<file path="src/rtl/flash_bus_bridge_if.sv">
// flash_bus_bridge_if
// Transaction channel between the 6809 flash window bridge and the flash
// controller.
//
// Signals:
//   o_req        one-cycle transaction request (bridge -> controller)
//   o_req_rw     1 = read, 0 = write
//   o_req_addr   12-bit offset inside the 4 KB flash window
//   o_req_data   write data
//   i_done       one-cycle completion (controller -> bridge)
//   i_rdata      read data, valid with i_done
//
// Modports: master = bridge side, slave = flash controller side.
interface flash_bus_bridge_if;
  logic        o_req;
  logic        o_req_rw;
  logic [11:0] o_req_addr;
  logic [7:0]  o_req_data;
  logic        i_done;
  logic [7:0]  i_rdata;

  modport master (
    output o_req, o_req_rw, o_req_addr, o_req_data,
    input  i_done, i_rdata
  );

  modport slave (
    input  o_req, o_req_rw, o_req_addr, o_req_data,
    output i_done, i_rdata
  );
endinterface

</file>
<file path="src/rtl/flash_bus_bridge.sv">
// flash_bus_bridge
// Bridges 6809 bus cycles that fall into a 4 KB flash window onto a simple
// request/done flash controller channel. The 6809 E clock is synchronized
// into clk; MRDY is pulled low to stretch E until the flash transaction
// completes or times out.
//
// Ports:
//   clk            system clock
//   reset          asynchronous, active-low reset
//   i_E            6809 E clock (asynchronous to clk)
//   i_ADDRESS_BUS  6809 address
//   i_DataBus      6809 write data
//   i_RW           1 = read, 0 = write
//   o_spi_ce       high while a window access is in progress
//   flash          flash controller channel (flash_bus_bridge_if.master)
//   o_DataBus      read data to the 6809
//   o_data_oe      drive enable for o_DataBus
//   o_MemoryReady  6809 MRDY (low stretches E)
//   o_error        sticky timeout flag
//
// Configuration macro:
//   FLASH_READ_CACHE_EN  adds a one-entry read cache; a read hitting the
//                        cached address completes without a flash request.
module flash_bus_bridge #(
  parameter logic [15:0] BASE_ADDR      = 16'hE000,
  parameter int          SETUP_CYCLES   = 2,
  parameter int          TIMEOUT_CYCLES = 255
) (
  input  logic                      clk,
  input  logic                      reset,
  input  logic                      i_E,
  input  logic [15:0]               i_ADDRESS_BUS,
  input  logic [7:0]                i_DataBus,
  input  logic                      i_RW,
  output logic                      o_spi_ce,
  flash_bus_bridge_if.master        flash,
  output logic [7:0]                o_DataBus,
  output logic                      o_data_oe,
  output logic                      o_MemoryReady,
  output logic                      o_error
);

  localparam int SW = $clog2(SETUP_CYCLES + 1);
  localparam int TW = $clog2(TIMEOUT_CYCLES + 1);

  typedef enum logic [2:0] {IDLE, SETUP, REQ, WAIT, HOLD} state_t;

  state_t         r_state;
  state_t         w_nextState;
  logic [1:0]     r_eSync;
  logic           r_eDly;
  logic [SW-1:0]  r_setupCnt;
  logic [TW-1:0]  r_timeoutCnt;
  logic [11:0]    r_reqAddr;
  logic           r_reqRw;
  logic [7:0]     r_reqData;
  logic [7:0]     r_dataBus;
  logic           r_error;

  logic w_eRise;
  logic w_eLow;
  logic w_hit;
  logic w_setupLast;
  logic w_timeout;
  logic w_cacheHit;

  assign w_eRise     = r_eSync[1] & ~r_eDly;
  assign w_eLow      = ~r_eSync[1];
  assign w_hit       = (i_ADDRESS_BUS[15:12] == BASE_ADDR[15:12]);
  assign w_setupLast = (r_setupCnt == SW'(SETUP_CYCLES - 1));
  assign w_timeout   = (r_timeoutCnt == TW'(TIMEOUT_CYCLES));

`ifdef FLASH_READ_CACHE_EN
  logic        r_cacheValid;
  logic [11:0] r_cacheTag;
  logic [7:0]  r_cacheData;

  assign w_cacheHit = r_reqRw && r_cacheValid && (r_cacheTag == r_reqAddr);
`else
  assign w_cacheHit = 1'b0;
`endif

  // State register
  always_ff @(posedge clk or negedge reset) begin
    if (!reset) r_state <= IDLE;
    else        r_state <= w_nextState;
  end

  // Next-state logic. HOLD leaves on the synchronized E level rather than
  // the fall edge, so a fall that happened during SETUP/REQ/WAIT still lets
  // HOLD exit right away.
  always_comb begin
    w_nextState = r_state;
    case (r_state)
      IDLE:    if (w_eRise && w_hit) w_nextState = SETUP;
      SETUP:   if (w_setupLast) w_nextState = w_cacheHit ? HOLD : REQ;
      REQ:     w_nextState = flash.i_done ? HOLD : WAIT;
      WAIT:    if (flash.i_done || w_timeout) w_nextState = HOLD;
      HOLD:    if (w_eLow) w_nextState = IDLE;
      default: w_nextState = IDLE;
    endcase
  end

  // Outputs decoded from state plus the latched transaction registers
  always_comb begin
    o_spi_ce         = (r_state != IDLE);
    o_MemoryReady    = !(r_state == SETUP || r_state == REQ || r_state == WAIT);
    o_data_oe        = (r_state == HOLD) && r_reqRw;
    flash.o_req      = (r_state == REQ);
    flash.o_req_rw   = r_reqRw;
    flash.o_req_addr = r_reqAddr;
    flash.o_req_data = r_reqData;
    o_DataBus        = r_dataBus;
    o_error          = r_error;
  end

  // E synchronizer, counters, transaction latches and (optional) cache
  always_ff @(posedge clk or negedge reset) begin
    if (!reset) begin
      r_eSync      <= 2'b00;
      r_eDly       <= 1'b0;
      r_setupCnt   <= '0;
      r_timeoutCnt <= '0;
      r_reqAddr    <= 12'h000;
      r_reqRw      <= 1'b1;
      r_reqData    <= 8'h00;
      r_dataBus    <= 8'h00;
      r_error      <= 1'b0;
`ifdef FLASH_READ_CACHE_EN
      r_cacheValid <= 1'b0;
      r_cacheTag   <= 12'h000;
      r_cacheData  <= 8'h00;
`endif
    end else begin
      r_eSync <= {r_eSync[0], i_E};
      r_eDly  <= r_eSync[1];
      case (r_state)
        IDLE: begin
          if (w_eRise && w_hit) begin
            r_reqAddr  <= i_ADDRESS_BUS[11:0];
            r_reqRw    <= i_RW;
            r_setupCnt <= '0;
          end
        end
        SETUP: begin
          r_setupCnt <= r_setupCnt + 1'b1;
          if (w_setupLast) begin
            if (!r_reqRw) r_reqData <= i_DataBus;
            r_timeoutCnt <= '0;
`ifdef FLASH_READ_CACHE_EN
            if (w_cacheHit) r_dataBus <= r_cacheData;
`endif
          end
        end
        REQ, WAIT: begin
          r_timeoutCnt <= r_timeoutCnt + 1'b1;
          if (flash.i_done) begin
            if (r_reqRw) r_dataBus <= flash.i_rdata;
`ifdef FLASH_READ_CACHE_EN
            if (r_reqRw) begin
              r_cacheValid <= 1'b1;
              r_cacheTag   <= r_reqAddr;
              r_cacheData  <= flash.i_rdata;
            end else if (r_cacheTag == r_reqAddr) begin
              r_cacheData  <= r_reqData;
            end
`endif
          end else if (r_state == WAIT && w_timeout) begin
            r_error <= 1'b1;
            if (r_reqRw) r_dataBus <= 8'hFF;
`ifdef FLASH_READ_CACHE_EN
            r_cacheValid <= 1'b0;
`endif
          end
        end
        default: ;
      endcase
    end
  end

endmodule

</file>
<file path="src/flat_wrapper.sv">
// flat-port wrapper written by rule: the top's interface ports become plain ports
module flash_bus_bridge_flat 
#(
  parameter logic [15:0] BASE_ADDR      = 16'hE000,
  parameter int          SETUP_CYCLES   = 2,
  parameter int          TIMEOUT_CYCLES = 255
)
  (clk, reset, i_E, i_ADDRESS_BUS, i_DataBus, i_RW, o_spi_ce, o_DataBus, o_data_oe, o_MemoryReady, o_error, flash_o_req, flash_o_req_rw, flash_o_req_addr, flash_o_req_data, flash_i_done, flash_i_rdata);
  flash_bus_bridge_if flash_i ();
  input  logic clk;
  input  logic reset;
  input  logic i_E;
  input  logic [15:0] i_ADDRESS_BUS;
  input  logic [7:0] i_DataBus;
  input  logic i_RW;
  output logic o_spi_ce;
  output logic [7:0] o_DataBus;
  output logic o_data_oe;
  output logic o_MemoryReady;
  output logic o_error;
  output wire logic [$bits(flash_i.o_req)-1:0] flash_o_req;
  output wire logic [$bits(flash_i.o_req_rw)-1:0] flash_o_req_rw;
  output wire logic [$bits(flash_i.o_req_addr)-1:0] flash_o_req_addr;
  output wire logic [$bits(flash_i.o_req_data)-1:0] flash_o_req_data;
  input wire logic [$bits(flash_i.i_done)-1:0] flash_i_done;
  input wire logic [$bits(flash_i.i_rdata)-1:0] flash_i_rdata;
  assign flash_o_req = flash_i.o_req;
  assign flash_o_req_rw = flash_i.o_req_rw;
  assign flash_o_req_addr = flash_i.o_req_addr;
  assign flash_o_req_data = flash_i.o_req_data;
  assign flash_i.i_done = flash_i_done;
  assign flash_i.i_rdata = flash_i_rdata;
  flash_bus_bridge #(.BASE_ADDR(BASE_ADDR), .SETUP_CYCLES(SETUP_CYCLES), .TIMEOUT_CYCLES(TIMEOUT_CYCLES)) u_core (.clk(clk), .reset(reset), .i_E(i_E), .i_ADDRESS_BUS(i_ADDRESS_BUS), .i_DataBus(i_DataBus), .i_RW(i_RW), .o_spi_ce(o_spi_ce), .flash(flash_i), .o_DataBus(o_DataBus), .o_data_oe(o_data_oe), .o_MemoryReady(o_MemoryReady), .o_error(o_error));
endmodule
</file>
<file path="config.mk">
export PLATFORM = sky130hd
export DESIGN_NAME = flash_bus_bridge_flat
export DESIGN_NICKNAME = d
export VERILOG_FILES = /design/src/rtl/flash_bus_bridge_if.sv /design/src/rtl/flash_bus_bridge.sv /design/src/flat_wrapper.sv
export SDC_FILE = /design/constraint.sdc
export NUM_CORES = 1
export LEC_CHECK = 0
export CELL_PAD_IN_SITES_DETAIL_PLACEMENT = 1
export CELL_PAD_IN_SITES_GLOBAL_PLACEMENT = 1
export CORE_AREA = 10 10 93 95
export CTS_CLUSTER_DIAMETER = 40
export DETAILED_ROUTE_END_ITERATION = 12
export DIE_AREA = 0 0 103 105
export GPL_TIMING_DRIVEN = 0
export PLACE_DENSITY = 0.74
export SLEW_MARGIN = 20
export SYNTH_ARGS = -nofsm -noshare
export SYNTH_HDL_FRONTEND = slang
export SYNTH_SLANG_ARGS = --single-unit
export TNS_END_PERCENT = 100
</file>
<file path="constraint.sdc">
create_clock -name clk -period 3.8 [get_ports clk]
set_input_delay 0.57 -clock clk [delete_from_list [all_inputs] [get_ports clk]]
set_output_delay 0.57 -clock clk [all_outputs]
set_load 0.01 [all_outputs]
</file>
Word-level counts from Yosys, hierarchy flattened
Cells that the tools add are included.

storage, ports and cells
  logic and storage cells = 61
  output and inout bits = 34
  input bits = 37
  register bits = 46

cells by class
  add/sub/neg operators = 2
  multiplexer cells = 14
  equality and inequality tests = 11
  bitwise operators = 4
  reduce and logical (&&, ||, !) cells = 20

operators by type and width
  kind                                           count
  2-to-1 mux 8 bit                               5
  one-hot mux 8 bit (2 select lines)             1
  2-to-1 mux 3 bit                               5
  one-hot mux 3 bit (5 select lines)             1
  AND reduction 3 bit                            3
  adder 8 x 1 -> 8 bit, second input constant    1
  == test 8 bit, second input constant           1
  == test 3 x 2 -> 1 bit, second input constant  2
  != test 2 x 1 -> 1 bit, second input constant  3
  AND reduction 2 bit                            3
  nonzero test 2 bit                             3
  == test 4 bit, second input constant           1
  one-hot mux 2 bit (2 select lines)             1
  AND reduction 4 bit                            1
  == test 3 x 1 -> 1 bit, second input constant  1
  == test 3 bit, second input constant           1
  logical AND 1 bit                              3
  zero test 3 bit                                1
  logical OR 1 bit                               3
  NOT 1 bit                                      3
  nonzero test 3 bit                             1
  adder 2 x 1 -> 2 bit, second input constant    1
  == test 2 x 1 -> 1 bit, second input constant  1
  2-to-1 mux 2 bit                               1
  4 further kinds                                4

Logic depth before layout (Yosys ltp)
  word-level depth = 5
  gate-level depth with buffers = 6
  mapped depth without buffers = 5

Least setup slack after synthesis
OpenSTA, ideal clock, no wires.

  kind = input port to flip-flop
  start = input port i_ADDRESS_BUS[12]
  end = register u_core.r_reqAddr[10], in the netlist u_core.flash.o_req_addr[10]
  path slack = 1.748 ns
  cell stages on the path = 5
  data arrival time = 1.927 ns
  library setup time = 0.125 ns
  cell sequence = or4bb_1 or3_1 buf_6 buf_12 mux2_4

on the way
  word-level cells in the longest chain between the ends = 3

RTL lines
  element                        line                     text
  from (decl)                    flat_wrapper.sv:13       input logic [15:0] i_ADDRESS_BUS;
  == test 4 bit                  flash_bus_bridge.sv:69   assign w_hit = (i_ADDRESS_BUS[15:12] == BASE_ADDR[15:12]);
  logical AND 1 bit              flash_bus_bridge.sv:139  if (w_eRise && w_hit) begin
  AND reduction 2 bit (no line)  --
  to (signal assigned)           flash_bus_bridge.sv:140  r_reqAddr <= i_ADDRESS_BUS[11:0];
  to (decl)                      flash_bus_bridge.sv:54   logic [11:0] r_reqAddr;

No other way between the ends.
A chain may end at the register's enable or synchronous reset.

Worst setup path in the final report
  start = register u_core.r_state[2]
  end = output port flash_o_req

on the way
  word-level cells in the longest chain between the ends = 1

RTL lines
  element                 line                     text
  from (decl)             flash_bus_bridge.sv:48   state_t r_state;
  from (signal assigned)  flash_bus_bridge.sv:86   else r_state <= w_nextState;
  == test 3 x 2 -> 1 bit  flash_bus_bridge.sv:109  flash.o_req = (r_state == REQ);
  to (decl)               flat_wrapper.sv:21       output wire logic [$bits(flash_i.o_req)-1:0] flash_o_req;

No other way between the ends.

==> run_results.csv <==
group,metric,value,unit
run_status,status,"finished clean",
global_routing,grt_first_pass_wirelength,8870,um
job,maxCapViolations,0,
synth,yosys_warnings,0,
floorplanning,start_util,29.8,%
synth,synth_cells,165,
worst_setup_path,worstPathArrival,2.13,ns
cells_and_area,final_core_util,43.3,%
cts,ctsResizeCount,0,
worst_setup_path,crit_required,3.23,ns
hold_path,worstHoldPathType,"in2async",
timing,fin_ws,1.10,ns
global_routing,grt_max_degree,27,
floorplanning,die_w,103,um
place,place_hpwl,4140,um
worst_setup_path,r2r_end,"u_core.flash.o_req_data[0]$_DFFE_PN0P_",
cells_and_area,drive_gt1_share,16.4,%
global_routing,first_global_vias,1663,
synth,synth_top_area_share,56.0,%
route,wl_per_cell,16.8,um
timing,post-route-period-util,71.0,%
timing,maxSlewViolCount,0,
cts,htreeDepth,2,
cells_and_area,layout.cells.non_filler,324,
synth,synth_common_cells,"dfrtp_1, a21oi_1, mux2_2",
cells_and_area,layout.nets,282,
place,place_ws,1.25,ns
cts,ctsHoldBuffers,0,
timing,hold_viol_final,0,
pwr,p_per_area,567,nW/um2
floorplanning,num_io_pins,71,
synth,ys_seq_area_share,57.3,%
global_routing,antenna_found_initial,0,
timing,tightest_slew,0.752,ns
timing,max_freq,371,MHz
worst_setup_path,critPathCaptureType,"output port",
cts,clock_path_buffers,2,
floorplanning,die_area,10800,um2
synth,synth_area,2010,um2
route,firstDrtPassIters,4,
synth,ys_top_cells_by_area,"dfrtp_1, mux2_4, mux2_2",
cts,cts_setup_buffers,0,
cells_and_area,antenna_cells,0,
cells_and_area,fillCellCount,738,
timing,period_needed,2.70,ns
cts,clockRootBuffer,"clkbuf_8",
worst_setup_path,path_class,"reg2out",
place,place_inst,316,
cts,worstSkewPairLatency,0.31,ns
synth,synth_edf_count,0,
cts,clock_sink_count,46,
cts,cts_buffers,5,
synth,yosysTopAreaCell,"dfrtp_1",
global_routing,grtUsageTotal,10.4,%
pwr,p_leak,1.27,nW
global_routing,gr-total-overflow,0,
cts,tritoncts,"built",
pwr,ir_drop,322,uV
place,port_buffers,70,
synth,synthFlopType,"dfrtp_1",
worst_setup_path,startpoint_type,"flop",
route,ant_nets,0,
place,gp_congestion,0.733,
timing,max_slew_margin,49.9,%
worst_setup_path,reg2reg_slack,1.77,ns
worst_setup_path,r2r_cells,6,
floorplanning,dieHeight,105,um
worst_setup_path,crit_fanout,10,
route,vias,1553,
synth,ys_seq_elements,46,
floorplanning,rows,30,
route,drc_errors,0,
worst_setup_path,rr_startpoint,"u_core.r_setupCnt[1]$_DFFE_PN0P_",
cts,cts.clk_slew.worst_paths,0.09,ns
floorplanning,core-area,6760,um2
synth,ys_types,38,
cells_and_area,areaGrowthSynthToFinish,45.3,%
synth,synth_area_per_cell,12.2,um2
timing,setup_tns,0,ns
route,drt-total-wl,5450,um
timing,setup_viol_count_final,0,
route,viasPerCell,4.79,
synth,async_flop_share,100,%
timing,rsz0062_at_grt,"false",
route,drtIter0Drc,61,
timing,final.setup_skew,0.00707,ns
synth,yosysMostFrequentCell,"dfrtp_1",
synth,synth_nets,204,
[power by group]
group | leakage, nW | internal (mW) | switching [mW]
Combinational | 0.616 | 0.394 | 0.264
Clock | 0.0483 | 0.130 | 0.175
Sequential | 0.601 | 0.621 | 0.0737
[area by class of cell]
| cell class | instances | area (um2) | area share [%] |
|---|---|---|---|
| plain buffers | 9 | 68.8 | 2.35 |
| clock buffers | 5 | 68.8 | 2.35 |
| clock inverters | 3 | 18.8 | 0.642 |
| inverters | 11 | 41.3 | 1.41 |
| multi-input cells | 99 | 749 | 25.6 |
| flip-flops and latches | 46 | 1150 | 39.4 |
| well taps | 80 | 100 | 3.42 |
| repair buffers | 71 | 723 | 24.7 |
[state kept, by name, indices dropped and copies added (netlist names)]
register,cells
u_core.flash.o_req_addr,12
u_core.o_error,1
u_core.r_eDly,1
u_core.flash.o_req_rw,1
u_core.r_timeoutCnt,8
u_core.r_setupCnt,2
u_core.o_DataBus,8
u_core.r_state,3
u_core.r_eSync,2
u_core.flash.o_req_data,8
[per-layer routing]
metal	GRT usage (%)	vias to the layer above	wire (um)
met1	11.3	760	2160
li1	-	743	-
met4	2.68	0	31
met5	0	-	0
met3	5.60	4	497
met2	17.0	46	2760
[worst max-delay path, cell delays in order (launching register included)]
cell and delay, ns:
dfrtp_1 0.37, clkbuf_1 0.31, nand2b_1 0.18, clkbuf_1 0.37, nor2_1 0.09, clkdlybuf4s50_1 0.50
[kinds of logic (layout without fill, tap and decap cells)]
family / count (synthesis) / after routing / share of synthesized area [%]
compound gates: 36 / 36 / 10.6
flops: 46 / 46 / 57.3
simple gates: 39 / 39 / 11.4
fa+ha+maj: 2 / 2 / 1.24
buf+inv: 20 / 99 / 5.47
mux: 22 / 22 / 13.9
[worst max path at each step]
stage	from	to	slack (ns)	cells past startpoint
3_5_place_dp	i_ADDRESS_BUS[13]	u_core.flash.o_req_addr[11]$_DFFE_PN0P_	1.25	6
4_1_cts	u_core.r_state[2]$_DFFE_PN0P_	flash_o_req	1.10	5
3_3_place_gp	reset	u_core.flash.o_req_data[7]$_DFFE_PN0P_	0.73	1
5_1_grt	u_core.r_state[2]$_DFFE_PN0P_	flash_o_req	0.92	5
2_1_floorplan	i_ADDRESS_BUS[12]	u_core.flash.o_req_addr[10]$_DFFE_PN0P_	1.75	5
6_report	u_core.r_state[2]$_DFFE_PN0P_	flash_o_req	1.10	5
[cells in the final DEF (no fill, tap or decap), drive strengths merged, types with 4 or more instances in the layout]
cell            n
clkdlybuf4s50  69
dfrtp          45
mux2           21
a21oi          14
inv            12
nand2          10
clkbuf         10
o22ai           9
buf             6
nor2            5
o21ai           5
nand3           4
or3             4
[metrics by stage]
step	power (mW)	hold WS (ns)	cell area, um2
after floorplan	1.01	0.274	2010
after global placement	1.35	0.331	2810
after detailed placement	1.38	0.339	2840
after CTS	1.69	0.315	2920
after global routing	1.77	0.326	2920
final	1.66	0.278	2920
Power figures use the tool's default switching activity.
==> patch: new RTL, config.mk and constraints unchanged <==
`SETUP_CYCLES` is set to 2 in 2 places; all go to 1.
--- a/src/rtl/flash_bus_bridge.sv
+++ b/src/rtl/flash_bus_bridge.sv
@@ -23,7 +23,7 @@
 //                        cached address completes without a flash request.
 module flash_bus_bridge #(
   parameter logic [15:0] BASE_ADDR      = 16'hE000,
-  parameter int          SETUP_CYCLES   = 2,
+  parameter int          SETUP_CYCLES   = 1,
   parameter int          TIMEOUT_CYCLES = 255
 ) (
   input  logic                      clk,
--- a/src/flat_wrapper.sv
+++ b/src/flat_wrapper.sv
@@ -2,7 +2,7 @@
 module flash_bus_bridge_flat 
 #(
   parameter logic [15:0] BASE_ADDR      = 16'hE000,
-  parameter int          SETUP_CYCLES   = 2,
+  parameter int          SETUP_CYCLES   = 1,
   parameter int          TIMEOUT_CYCLES = 255
 )
   (clk, reset, i_E, i_ADDRESS_BUS, i_DataBus, i_RW, o_spi_ce, o_DataBus, o_data_oe, o_MemoryReady, o_error, flash_o_req, flash_o_req_rw, flash_o_req_addr, flash_o_req_data, flash_i_done, flash_i_rdata);
Function: changed (Yosys sat finds a counterexample within 10 cycles, from zero or initial values and one cycle with reset low).
==> patch against the unedited design <==
- worst setup slack gained 0.19 ns
- sequential cell count shrank 1
- maximum frequency grew 7.4%
- routed wire length grew 4.6%
- total power grew 8.1%
- synthesized area grew 4.5%
- die area is the same
- cell area grew 3.0%
- critical path type unchanged
- largest cell class unchanged
- highest routed layer unchanged
==> patch: results (changes against the unedited design) <==
finish:
  clock_area_share_pct: 3.12  # was 3.00%
  layout.nets: 287  # was 282
  inv_count: 3  # was 11
  multi_input_cells: 114  # was 99
  multi_input_area_share_pct: 30.1  # was 25.6%
  clkbuf_count: 7  # was 5
  largest_reg_flops: 12  # unchanged
  seqCellArea_mm2: 0.00113  # was 0.00115 mm²
  fill_cells: 740  # was 738
  bufAreaShareNonClock_pct: 25.7  # was 27.1%
  drive_above_1_share_pct: 18.8  # was 16.4%
  fin_area_mm2: 0.00301  # was 0.00292 mm²
run_status:
  outcome: "finished, final reports clean"  # unchanged
detailed_routing:
  dr_wl_met2_mm: 2.75  # was 2.76 mm
  wl_met3_um: 567  # was 497 µm
  wl_met1_mm: 2.32  # was 2.16 mm
  vias: 1615  # was 1,553
  wire_per_inst_um: 17.3  # was 16.8 µm
  drt_iter0_markers: 32  # was 61
synthesis:
  synth.yosys.seq_area_share_pct: 53.6  # was 57.3%
  syn_nets: 209  # was 204
  yosys-top-cells-area: "dfrtp_1 52%, mux2_4 6.4%, mux2_2 6.4%"  # was dfrtp_1 56%, mux2_4 6.7%, mux2_2 6.7%
  synth.distinct_cells: 44  # was 38
  ys_top_cells_by_count: "44 x dfrtp_1, 22 x nor2_1, 12 x mux2_2, 9 x mux2_4"  # was 45 x dfrtp_1, 14 x a21oi_1, 12 x mux2_2, 11 x inv_1, 10 x nand2_1
global_routing:
  grt_use_total_pct: 10.9  # was 10.4%
  grt_util_met1_pct: 12.6  # was 11.3%
  use_met3_pct: 5.47  # was 5.60%
  grtUsageMet2_pct: 17.0  # about the same
  grt_pass1_vias: 1782  # was 1,663
  grt_pass1_wl_mm: 9.35  # was 8.87 mm
  grt_max_degree: 32  # was 27
critical_path:
  r2r_end: "u_core.flash.o_req_data[7]$_DFFE_PN0P_"  # was u_core.flash.o_req_data[0]$_DFFE_PN0P_
  ff2ff_path_depth: 3  # was 6
  r2r_setup_slack_ns: 2.07  # was 1.77 ns
  slowest_delay_ns: 0.55  # was 0.50 ns
power:
  peakVddDrop_v: 0.000250  # was 0.000322 V
  p_leak_nw: 1.30  # was 1.27 nW
  p_int_mw: 1.21  # was 1.14 mW
clock_tree:
  clock-sinks: 45  # was 46
sta:
  holdWs_ns: 0.181  # was 0.278 ns
  slew_headroom_pct: 65.8  # was 49.9%
placed_design:
  gp_congestion: 0.713  # was 0.733
  dp_hpwl_mm: 4.41  # was 4.14 mm
  placed_area_mm2: 0.00292  # was 0.00284 mm²
-- patch: changes by cell type in the layout (fill, tap and decap cells not counted), sizes merged, moves of 7 or more --
cell	unedited run	this run
nor2b	1	8
o22ai	9	0
a221oi	0	8
nor2	5	23
a21oi	14	7
inv	12	3
-- patch: cells by family after synthesis --
group / Yosys count / share of synthesized area [%]
and+or+nand+nor: 62 / 19.5
DFF: 45 / 53.6
AOI/OAI and AO/OA: 28 / 9.23
muxes: 22 / 13.3
buffers and inverters: 12 / 3.27
xor gates and xnor gates: 1 / 0.417
adders and majority gates: 1 / 0.595
-- patch: how the worst max path moves through the flow --
stage	start	endpoint	slack, ns	cells past startpoint
6_report	u_core.r_state[2]$_DFFE_PN0P_	flash_o_req	1.29	5
5_1_grt	u_core.r_state[2]$_DFFE_PN0P_	flash_o_req	1.18	5
4_1_cts	u_core.r_state[2]$_DFFE_PN0P_	flash_o_req	1.25	5
3_5_place_dp	flash_i_done	u_core.o_DataBus[1]$_DFFE_PN0P_	1.39	5
3_3_place_gp	reset	u_core.flash.o_req_data[1]$_DFFE_PN0P_	0.79	1
2_1_floorplan	u_core.r_state[1]$_DFFE_PN0P_	u_core.flash.o_req_data[0]$_DFFE_PN0P_	2.18	3
-- patch: per-stage QoR --
| step | instances | setup slack, ns | util [%] |
|---|---|---|---|
| floorplan | 171 | 2.18 | - |
| global placement | 321 | 0.786 | 43.0 |
| detailed placement | 322 | 1.39 | 43.2 |
| CTS | 330 | 1.25 | 44.6 |
| global route | 330 | 1.18 | 44.6 |
| finish | 330 | 1.29 | 44.6 |
-- patch: power by group through the flow --
stage	Sequential (mW)	Combinational [mW]	Clock (mW)
global placement	0.715	0.767	0
finish	0.711	0.766	0.313
global route	0.736	0.836	0.347
detailed placement	0.722	0.784	0
floorplan	0.757	0.348	0
CTS	0.715	0.787	0.322
